<file path="src/rtl/mux_2x1_core.sv">
// Purpose: combinational 2:1 selector, sel=0 picks a, sel=1 picks b.
// Latency: zero, purely combinational.
// Backpressure: none, output follows inputs continuously.
module mux_2x1_core #(
    parameter int WIDTH = 1
) (
    input  logic [WIDTH-1:0] a,
    input  logic [WIDTH-1:0] b,
    input  logic             sel,
    output logic [WIDTH-1:0] f
);

    assign f = sel ? b : a;

endmodule

</file>
<file path="src/rtl/mux_2x1.sv">
// Purpose: 2:1 data selector with combinational and registered outputs plus a sel-toggle counter.
// Latency: f is combinational; f_q/out_valid follow one clock after an in_valid cycle.
// Backpressure: none, every cycle's input is accepted.
module mux_2x1 #(
    parameter int WIDTH = 1,
    parameter int CNT_W = 8
) (
    input  logic             clk,
    input  logic             rst,
    input  logic [WIDTH-1:0] a,
    input  logic [WIDTH-1:0] b,
    input  logic             sel,
    input  logic             in_valid,
    output logic [WIDTH-1:0] f,
    output logic [WIDTH-1:0] f_q,
    output logic             out_valid,
    output logic [CNT_W-1:0] sel_toggles,
    output logic             sel_q
);

    localparam logic [CNT_W-1:0] CNT_MAX = '1;

    mux_2x1_core #(
        .WIDTH(WIDTH)
    ) u_core (
        .a  (a),
        .b  (b),
        .sel(sel),
        .f  (f)
    );

    // f_q holds its last captured value across invalid cycles
    always_ff @(posedge clk or posedge rst) begin
        if (rst) begin
            f_q       <= '0;
            out_valid <= 1'b0;
        end else begin
            out_valid <= in_valid;
            if (in_valid) begin
                f_q <= f;
            end
        end
    end

    // sel_q resets to 0, so a high sel on the first edge after reset counts as a toggle
    always_ff @(posedge clk or posedge rst) begin
        if (rst) begin
            sel_q       <= 1'b0;
            sel_toggles <= '0;
        end else begin
            sel_q <= sel;
            if ((sel != sel_q) && (sel_toggles != CNT_MAX)) begin
                sel_toggles <= sel_toggles + 1'b1;
            end
        end
    end

endmodule

</file>
<file path="config.mk">
export PLATFORM = sky130hd
export DESIGN_NAME = mux_2x1
export DESIGN_NICKNAME = d
export VERILOG_FILES = /design/src/rtl/mux_2x1_core.sv /design/src/rtl/mux_2x1.sv
export SDC_FILE = /design/constraint.sdc
export NUM_CORES = 1
export LEC_CHECK = 0
export CAP_MARGIN = 40
export CELL_PAD_IN_SITES_DETAIL_PLACEMENT = 1
export CELL_PAD_IN_SITES_GLOBAL_PLACEMENT = 2
export CORE_MARGIN = 8
export CORE_UTILIZATION = 24
export DETAILED_ROUTE_END_ITERATION = 8
export PLACE_DENSITY_LB_ADDON = 0.2
export SYNTH_ARGS = -nofsm -noshare
export SYNTH_HDL_FRONTEND = slang
export SYNTH_SLANG_ARGS = --single-unit
</file>
<file path="constraint.sdc">
create_clock -name clk -period 1.6 [get_ports clk]
set_clock_uncertainty 0.15 [all_clocks]
set_input_delay 0.24 -clock clk [delete_from_list [all_inputs] [get_ports clk]]
set_output_delay 0.24 -clock clk [all_outputs]
set_load 0.02 [all_outputs]
</file>
==> metrics.md <==
| Metric | Value |
|---|---|
| Layout cells sized above 1 | `34.78%` |
| Kind of cell adding the most delay to the critical path | `buffers and inverters` |
| FFs w/ async S/R, synth | `100.0%` |
| Hold Violations, Final | `0` |
| Pre-CTS WS | `-0.3979 ns` |
| Routed len/inst | `12.16 um` |
| Global placement routability congestion | `0.7081` |
| Design Power | `1.237 mW` |
| Worst setup EP type | `output port` |
| Reg2reg end | `sel_toggles[6]` |
| Crit path capture | `f` |
| Pre-antenna DRT Iters | `2` |
| R2r setup slk | `0.10 ns` |
| First-pass GRT wire length | `2.028 mm` |
| Number of clock sinks | `11` |
| Ant. Diodes | `0` |
| Met3 routed WL | `103 um` |
| Critical Path Start Type | `primary input` |
| CP max stage cell | `clkdlybuf4s50_1` |
| Seq/Total Area, Yosys | `53.14%` |
| Worst R2R Path Depth | `5` |
| Setup crit start | `b` |
| Critical path's largest stage delay | `0.39 ns` |
| Port buffer count | `17` |
| Tcrit/Tclk final | `96.83%` |
| Post-CTS Setup Inserts | `0` |
| Combinational power share | `47.6%` |
| XOR/XNOR share of the synthesized area | `9.662%` |
| CTS Buf Count | `3` |
| RSZ-0062 raised after global routing | `no` |
| Synth Area in Simple Gates | `14.73%` |
| Die extent in y | `62.46 um` |
| Post-synthesis mux area share | `8.696%` |
| Nets | `77` |
| Peak VDD IR | `0.6787 mV` |
| Largest net degree at the start of global routing | `12` |
| Yosys warns | `0` |
| Synth Area in Adders | `2.415%` |
| Crit-path max FO | `2` |
| Grt total ovfl | `0` |
| Clock transition at path regs | `0.07 ns` |
| CP Cell Sequence | `clkdlybuf4s50_1 -> mux2_2 -> clkdlybuf4s15_2` |
| CTS tree | `yes` |
| H-tree lvl count | `1` |
| Leak pwr | `0.3706 nW` |
| Vias per cell | `4.227` |
| Buf+Inv Stages, Crit Path | `2` |
| Largest family of logic cells by synthesized area | `simple AND/OR/NAND/NOR gates` |
| Die W | `62.46 um` |
| PD cells | `1530 nW/um^2` |
| Fin util | `38.00%` |
| Max frequency | `0.6455 GHz` |
| CP Depth | `3` |
| Clock power share | `15.2%` |
| Top sig layer | `met3` |
| Post-synthesis cell count | `40` |
| Setup TNS Final | `0 ns` |
| Unique cell type count in the Yosys netlist | `20` |
| Wl on met1 | `484 um` |
| Status | `completed` |
| I/O pin count | `18` |
| Reg-to-Reg Start | `sel_toggles[0]` |
| Slew Viols, Final | `0` |
| Number of global-route vias before repair | `457` |
| Antenna violations before repair | `0` |
| Tot GR Track Use | `6.553%` |
| Mapped Avg Cell Area | `12.95 um^2` |
| Hold Crit Class | `in -> async` |
| Critical path type | `in -> out` |
| Crit path DAT | `1.16 ns` |
| Initial Util | `24.35%` |
| Number of synthesized flops with an enable pin | `0` |
| Root buf cell | `clkbuf_4` |
| CP Data Required Time | `1.21 ns` |
| Clock buffer depth | `2` |
| Core Area | `2127 um^2` |
| Slew @ Worst Pin | `0.4347 ns` |
| Internal Power | `0.7524 mW` |
| #FFs+latches synth | `11` |
| DRT Wirelength | `1.180 mm` |
| Fin crit period | `1.549 ns` |
| Met2 Routed Length | `592 um` |
| Net Switching | `0.4841 mW` |
| Switching share of power | `39.15%` |
| 1st-iter DRT viols | `1` |
| Final setup fails | `0` |
| Vias | `410` |
| Part of the power in registers | `37.1%` |
| Die footprint | `3901 um^2` |
| Worst setup margin | `0.05074 ns` |
| Syn nets | `47` |
| # DRC | `0` |
| Clk Latency, worst-skew pair | `0.26 ns` |
| Max-cap viol count | `0` |
| Mapped Area | `518.0 um^2` |
| Row count | `17` |
| Post-synthesis compound-gate area fraction | `10.63%` |
| DP HPWL | `963.4 um` |
| P&R area growth vs syn | `56.04%` |
| Top_reg_cell synth | `dfrtp_1` |
| Worst relative slew slack | `70.99%` |
| Final antenna-violating net count | `0` |
[through the flow]
step / std cells / hold WS [ns] / area (um^2)
after floorplan: 40 / -0.05763 / 519.2
after global placement: 93 / 0.3593 / 784.5
after detailed placement: 93 / 0.3653 / 784.5
after CTS: 97 / 0.1326 / 802.0
after global routing: 97 / 0.1648 / 808.3
final: 97 / 0.1202 / 808.3
[cell families after synthesis]
| group | Yosys count |
|---|---|
| adder cells (fa/ha/maj) | 1 |
| multiplexers | 4 |
| buffers and inverters | 1 |
| flip-flops | 11 |
| XOR/XNOR | 4 |
| AO/OA/AOI/OAI | 7 |
| AND/OR/NAND/NOR | 12 |
[layout by cell type (no fill, tap or decap), drive strengths merged, types with 2 or more instances in the layout]
cell type	netlist	layout
buf	0	8
mux2	4	4
xor2	2	2
clkbuf	0	4
clkdlybuf4s50	0	4
nand3	2	2
dlygate4sd2	0	11
nand2	4	4
dfrtp	11	11
nor2	2	2
xnor2	2	2
a21oi	3	3
[cell usage after synthesis, types with 2 or more instances]
| cell | count | area share (%) |
|---|---|---|
| dfrtp_1 | 11 | 53 |
| nor2_1 | 2 | 1.4 |
| mux2_2 | 3 | 6.5 |
| xnor2_1 | 2 | 3.4 |
| nand2_1 | 4 | 2.9 |
| xor2_2 | 2 | 6.3 |
| a21oi_1 | 3 | 2.9 |
[flip-flops by register name, summed over array words and instances (netlist names)]
name and cells:
out_valid 1, f_q 1, sel_toggles 8, sel_q 1
[power groups by stage]
stage | clock [mW] | combinational [mW] | sequential [mW]
finish | 0.189 | 0.589 | 0.459
detailed placement | 0 | 0.658 | 0.469
floorplan | 0 | 0.203 | 0.595
global route | 0.218 | 0.646 | 0.477
CTS | 0.205 | 0.596 | 0.461
global placement | 0 | 0.652 | 0.467
[layout make-up]
| type | instances | area, um^2 |
|---|---|---|
| flip-flops and latches | 11 | 276.5 |
| well taps | 28 | 35.03 |
| clock buffers | 4 | 26.28 |
| inverters | 1 | 3.754 |
| repair buffers | 25 | 224.0 |
| fillers | 248 | 1319 |
| multi-input cells | 28 | 242.7 |
[metal layers]
| metal | GRT usage (%) | up-vias |
|---|---|---|
| met1 | 6.125 | 200 |
| li1 | - | 198 |
| met4 | 1.709 | 0 |
| met3 | 5.018 | 0 |
| met5 | 0 | - |
| met2 | 11.00 | 12 |
[worst min path at each step]
| stage | end | slack (ns) | cells after the start |
|---|---|---|---|
| floorplan | f_q | -0.06 | 1 |
| global placement | f_q | 0.36 | 1 |
| detailed placement | f_q | 0.37 | 1 |
| CTS | f_q | 0.13 | 2 |
| global route | sel_toggles[4] | 0.16 | 2 |
| finish | sel_toggles[4] | 0.12 | 2 |
[repair_timing]
action / CTS / global route
hold buffers: 0 / 0
endpoints found under the setup margin: 14 / 5
pin swaps: 2 / 0
cloned: 0 / 0
resized for setup: 15 / 3
Note: power is estimated with default switching activity, not from simulation.
